`src/rtl/data_mem_arbiter.sv`:
```
// ---------------------------------------------------------------------------
// data_mem_arbiter
// Shares the single DataMemory port between the decode stage (operand reads)
// and the writeback stage (loads/stores). Each access is sequenced through a
// three-state FSM. The memory strobes are held for MEM_LAT cycles. Read data
// is then captured and a one-cycle ack goes back to the winning requester.
//
// Optional feature macro: ARB_RR_EN
//   defined   : round-robin arbitration on ties (1-bit last-grant pointer)
//   undefined : fixed priority, writeback over decode
//
// Ports
//   clk, reset            system clock (rising edge), async active-low reset
//   d_req/d_addr/d_mode   decode read request; d_rdata/d_ack/d_stall back
//   w_req/w_wr/w_addr/
//   w_mode/w_wdata        writeback load/store request; w_rdata/w_ack back
//   rd_mem/wr_mem/address/
//   mode_mem/write_data_mem
//                         memory-side strobes, address, mode and store data
//   mem_data              memory read data
//   gnt                   current owner: 01=decode, 10=writeback, 00=none
//
// state  | meaning
// IDLE   | no access in flight; arbitrate on any request
// ACCESS | strobes held, latency counter running down to zero
// DONE   | ack pulse to the winner; release grant
// ---------------------------------------------------------------------------
module data_mem_arbiter #(
  parameter int ADDR_W  = 16,
  parameter int DATA_W  = 16,
  parameter int MEM_LAT = 1
) (
  input  logic              clk,
  input  logic              reset,
  input  logic              d_req,
  input  logic [ADDR_W-1:0] d_addr,
  input  logic              d_mode,
  output logic [DATA_W-1:0] d_rdata,
  output logic              d_ack,
  output logic              d_stall,
  input  logic              w_req,
  input  logic              w_wr,
  input  logic [ADDR_W-1:0] w_addr,
  input  logic              w_mode,
  input  logic [DATA_W-1:0] w_wdata,
  output logic [DATA_W-1:0] w_rdata,
  output logic              w_ack,
  output logic              rd_mem,
  output logic              wr_mem,
  output logic [ADDR_W-1:0] address,
  output logic              mode_mem,
  output logic [DATA_W-1:0] write_data_mem,
  input  logic [DATA_W-1:0] mem_data,
  output logic [1:0]        gnt
);

  typedef enum logic [1:0] {IDLE, ACCESS, DONE} state_t;

  localparam logic [3:0] LAT_M1 = 4'(MEM_LAT - 1);

  state_t     r_state;
  logic [3:0] r_cnt;
  logic       w_win_wb;

`ifdef ARB_RR_EN
  // 1 = writeback was granted last; on a tie the other port wins
  logic r_last_wb;
  assign w_win_wb = w_req & (~d_req | ~r_last_wb);
`else
  assign w_win_wb = w_req;
`endif

  assign d_stall = d_req & ~d_ack;

  always_ff @(posedge clk or negedge reset) begin
    if (!reset) begin
      r_state        <= IDLE;
      r_cnt          <= 4'd0;
      rd_mem         <= 1'b0;
      wr_mem         <= 1'b0;
      address        <= '0;
      mode_mem       <= 1'b0;
      write_data_mem <= '0;
      d_rdata        <= '0;
      w_rdata        <= '0;
      d_ack          <= 1'b0;
      w_ack          <= 1'b0;
      gnt            <= 2'b00;
`ifdef ARB_RR_EN
      r_last_wb      <= 1'b0;
`endif
    end else begin
      case (r_state)
        IDLE: begin
          if (d_req || w_req) begin
            address  <= w_win_wb ? w_addr : d_addr;
            mode_mem <= w_win_wb ? w_mode : d_mode;
            // decode never stores, so write data is only refreshed for writeback
            if (w_win_wb) write_data_mem <= w_wdata;
            rd_mem   <= ~w_win_wb | ~w_wr;
            wr_mem   <= w_win_wb & w_wr;
            gnt      <= w_win_wb ? 2'b10 : 2'b01;
            r_cnt    <= LAT_M1;
            r_state  <= ACCESS;
          end
        end
        ACCESS: begin
          if (r_cnt == 4'd0) begin
            if (rd_mem) begin
              if (gnt[1]) w_rdata <= mem_data;
              else        d_rdata <= mem_data;
            end
            rd_mem  <= 1'b0;
            wr_mem  <= 1'b0;
            if (gnt[1]) w_ack <= 1'b1;
            else        d_ack <= 1'b1;
            r_state <= DONE;
          end else begin
            r_cnt <= r_cnt - 4'd1;
          end
        end
        DONE: begin
          d_ack     <= 1'b0;
          w_ack     <= 1'b0;
          gnt       <= 2'b00;
`ifdef ARB_RR_EN
          r_last_wb <= gnt[1];
`endif
          r_state   <= IDLE;
        end
        default: r_state <= IDLE;
      endcase
    end
  end

endmodule

```
`config.mk`:
```
export PLATFORM = sky130hd
export DESIGN_NAME = data_mem_arbiter
export DESIGN_NICKNAME = d
export VERILOG_FILES = /design/src/rtl/data_mem_arbiter.sv
export SDC_FILE = /design/constraint.sdc
export NUM_CORES = 1
export LEC_CHECK = 0
export CORE_ASPECT_RATIO = 1.2
export CORE_MARGIN = 2
export CORE_UTILIZATION = 38
export DETAILED_ROUTE_END_ITERATION = 6
export PLACE_DENSITY = 0.76
export SLEW_MARGIN = 15
export SYNTH_ARGS = -nofsm -noshare
export SYNTH_HDL_FRONTEND = slang
export SYNTH_SLANG_ARGS = --single-unit
```
`constraint.sdc`:
```
create_clock -name clk -period 2.1 [get_ports clk]
set_input_delay 0.21 -clock clk [delete_from_list [all_inputs] [get_ports clk]]
set_output_delay 0.21 -clock clk [all_outputs]
set_load 0.01 [all_outputs]
```
Yosys cells after proc, flatten, opt, wreduce, memory -nomap -nowiden
Index checks and enable logic that the tools add are counted.
Word-level totals
  bits in registers: 77
  output and inout port bits: 72
Cells by class
  bitwise logic cells: 7
  mux-type cells: 22
  reductions and logical operators: 16
  add/subtract/negate cells: 1
  eq/ne operators: 7
Operators with widths (count)
  two-way mux 16 bit: 1
  AND reduction 3 bit: 5
  != test 2 bit (second input constant): 5
  two-way mux 1 bit: 8
  two-way mux 2 bit: 4
  two-way mux 4 bit: 2
  one-hot mux 1 bit (2 select lines): 4
  one-hot mux 2 bit (2 select lines): 2
  one-hot mux 4 bit (2 select lines): 1
  AND reduction 4 bit: 2
  AND reduction 2 bit: 3
  nonzero test 2 bit: 3
  zero test 4 bit: 1
  NOT 1 bit: 4
  subtractor 4 x 1 -> 4 bit (second input constant): 1
  bitwise AND 1 bit: 2
  equality test 2 x 1 -> 1 bit (second input constant): 1
  equality test 2 bit (second input constant): 1
  zero test 2 bit: 1
  logical OR 1 bit: 1
  OR 1 bit: 1

Depth between registers and ports, before layout
  word-level depth: 4
  depth in mapped cells: 6
  gate-level depth less buffers: 6

Least setup slack after synthesis
No wires, ideal clock.
  path type: reg2reg
  start point: register r_cnt[0]
  end point: register w_rdata[10]
  cell stages (with the launch flop): 7
  library setup time: 0.125 ns
  path slack: 0.124 ns
  clock period less this slack: 1.976 ns
  arrival time: 1.852 ns
  path buffers: 1
  required time: 1.975 ns
  cells stage by stage: dfrtp_1 -> inv_1 -> ha_1 -> or3b_4 -> nor3_4 -> buf_6 -> mux2_2
On the way
  word-level cells in the longest chain between the ends: 2
Ends and longest elaborated chain
  start: declaration: RTL line 62  | logic [3:0] r_cnt;
  start signal: assignment: RTL line 119  | r_cnt <= r_cnt - 4'd1;
  zero test 4 bit: RTL line 108  | if (r_cnt == 4'd0) begin
  AND reduction 4 bit (no line)
  end signal: assignment: RTL line 110  | if (gnt[1]) w_rdata <= mem_data;
  end: declaration: RTL line 46  | output logic [DATA_W-1:0] w_rdata,
Every way passes these cells.
A chain may end at the register's enable or synchronous reset.

Final worst setup path
  start point: register r_cnt[0]
  end point: register w_rdata[0]
Same word-level chain as after synthesis.

==> impl_metrics.tcl <==
set metrics [dict create \
    detailed_route_wire_length_per_cell_um 15.5 \
    p_leak_nw 2.11 \
    part_of_the_power_in_registers_pct 36.3 \
    route.vias.total 2471 \
    cts_htree_levels 3 \
    count_of_boundary_i_o_pins 143 \
    setup_total_negative_slack_ps 0 \
    clkPwrFrac_pct 16.6 \
    cp-end-kind "flop" \
    critPathRequiredTime_ps 2320 \
    postCtsSetupRepairBufs 0 \
    synth_edf_count 0 \
    grt_pass1_vias 2698 \
    worstHoldPathType "in -> async" \
    ys_seq_area_share_pct 60.3 \
    post-synth-top-area-fraction_pct 60.3 \
    power.internal_mw 4.95 \
    netlist_top_cells_area "dfrtp_1, mux2_2, o21ai_0" \
    final.setup_skew_ps 10.6 \
    share_comb_of_total_power_pct 47.1 \
    cp_data_arrival_time_ps 2230 \
    synthMostInstantiatedCell "dfrtp_1" \
    drt_first_pass_iters 4 \
    initial_utilization_pct 39.2 \
    synth_largest_area_cell "dfrtp_1" \
    timing.critical_path.fanout_max 16 \
    io_buffer_count 142 \
    ratio_of_total_power_to_cell_area_nw_per_um2 1470 \
    cts.path.max_buffers 2 \
    numPlacedInstances 492 \
    dpl.hpwl_mm 5.81 \
    route.final.wire_length_mm 7.89 \
    ys_seq_elements 77 \
    synth.net_count 313 \
    antenna_found_initial 0 \
    fmaxAchievable_mhz 498 \
    synth_commonest_cells "dfrtp_1, mux2_2, o21ai_0" \
    grt_max_degree 49 \
    summed_instance_area_of_the_synthesized_netlist_sq_um 3200 \
    worst_setup_hold_path_clk_slew_ps 80 \
    ir_worst_vdd_v 0.000856 \
    synth_cell_type_count 32 \
    cell_at_the_root_of_the_clock_tree "clkbuf_8" \
    gr-usage-all-layers_pct 18.3 \
    tritoncts "yes" \
    avgViaCountPerCell 4.85 \
    globalRoute.totalOverflow 0 \
    fillers 670 \
    switching_portion_of_total_power_pct 32.4 \
    reg2reg_depth 6 \
    finalWeightedCongestion 0.746 \
    coreArea_sq_um 8150 \
    grt_first_pass_wirelength_mm 13.1 \
    path_class "reg -> reg" \
    die-width_um 87.7 \
    post_placement_worst_setup_slack_ps 111 \
    maxSlewHeadroom_pct 60.7 \
    drt_iter0_drc 50 \
    top_ff_cell_synth "dfrtp_1" \
    tritoncts_num_sinks 77 \
    clkLatencyLatePin_ps 340 \
    detail-route-antenna-nets 0 \
    worst_slew_pin_slew_ps 590 \
    final_net_count 463 \
    diodes 0 \
    startpoint_type "flop" \
    setup-violations-final 0 \
    async_flop_share_pct 100 \
    tritoncts.num_buffers 9 \
    switchingPower_mw 2.38 \
    unrepaired_setup_endpoints_after_global_routing "no" \
    cap_violations 0 \
    layout.cells.non_filler 509 \
    timing_hold_violations_final 0 \
    dieHeight_um 104 \
    synthesis.instances 240 \
    die-area_sq_um 9170 \
    drt_drc_violations_left 0 \
    yosys_warnings 0 \
    period_share_pct 95.7 \
    fin_ws_ps 90.2 \
    timing.final.crit_period_ps 2010 \
    run_status "finished clean" \
    postSynthAreaPerCell_sq_um 13.3 \
    layout-drive-gt1-share_pct 19.7 \
    floorplan.rows 36 \
    slew_violations 0 \
    area.growth.synth_to_final_pct 56.4 \
]
[sequential cells by signal (all words and copies together), names as in the netlist]
name,flops
r_state,2
mode_mem,1
wr_mem,1
r_cnt,4
d_ack,1
w_rdata,16
write_data_mem,16
w_ack,1
d_rdata,16
gnt,2
rd_mem,1
address,16
[what timing repair did]
item                      CTS  global route
hold buffers                1             0
hold endpoints to repair   46             0
resized for setup           0             0
[per-layer routing]
metal	track usage, %	wire, um
met1	20.6	2980
met2	31.9	4270
met3	4.44	427
met4	8.46	217
met5	0	0
[per-stage QoR]
step | instance area, sq um | util, % | power [mW] | hold WS (ps)
5_1_grt | 5000 | 61.3 | 7.80 | 461
4_1_cts | 5000 | 61.3 | 7.43 | 421
6_report | 5000 | 61.3 | 7.33 | 406
3_5_place_dp | 4770 | 58.5 | 6.18 | 258
3_3_place_gp | 4770 | 58.5 | 6.06 | 258
2_1_floorplan | 3200 | - | 4.23 | -85.6
[cell type report]
class	instances	area, sq um	share of cell area (%)
clock buffers	11	131	2.63
clock inverters	5	83.8	1.68
inverters	5	18.8	0.375
multi-input cells	146	1190	23.9
flip-flops and latches	77	1930	38.5
well taps	114	143	2.85
repair buffers	151	1500	30.0
[logic make-up (layout without fill, tap and decap cells)]
group | Yosys count | count (layout) | synth area share (%)
buffers and inverters | 17 | 172 | 2.39
AO/OA/AOI/OAI | 50 | 50 | 8.53
AND/OR/NAND/NOR | 29 | 29 | 5.79
flip-flops | 77 | 77 | 60.3
adder cells (fa/ha/maj) | 2 | 2 | 0.783
multiplexers | 65 | 65 | 22.2
[critical path, stage by stage (launching register included)]
cell and delay, ps:
dfrtp_1 390, inv_1 120, ha_1 220, or3b_4 410, nor3_4 220, buf_12 180
mux2_2 350
[power by group through the flow]
stage	logic, mW	clock network (mW)	registers (mW)
CTS	3.51	1.25	2.67
finish	3.45	1.21	2.66
floorplan	1.27	0	2.95
global placement	3.41	0	2.65
detailed placement	3.49	0	2.69
global route	3.73	1.31	2.76
[layout by cell type, fill, tap and decap left out, types with 2 or more instances in the layout]
cell type	n
nand2_1	6
bufinv_16	2
clkbuf_8	9
a21oi_1	2
nor2_1	6
clkdlybuf4s50_1	141
mux2i_1	17
clkinvlp_4	2
o21ai_0	41
ha_1	2
or2_2	2
buf_4	8
nand3_1	2
nand2b_1	2
nor2b_1	2
inv_1	5
dfrtp_1	77
nor3_1	2
mux2_2	48
nor3b_2	2
clkbuf_1	2
[final timing paths]
path	slack [ps]	startpoint	endpoint
worst min register to register	500	gnt[0]	gnt[0]
worst min-delay path	410	reset	d_rdata[11]
min in group clk	460	w_wr	wr_mem
max in group asynchronous	1010	reset	w_rdata[0]
worst max-delay path	90	r_cnt[0]	w_rdata[0]
worst max register to register	90	r_cnt[0]	w_rdata[0]
(Power assumes the default switching activity.)
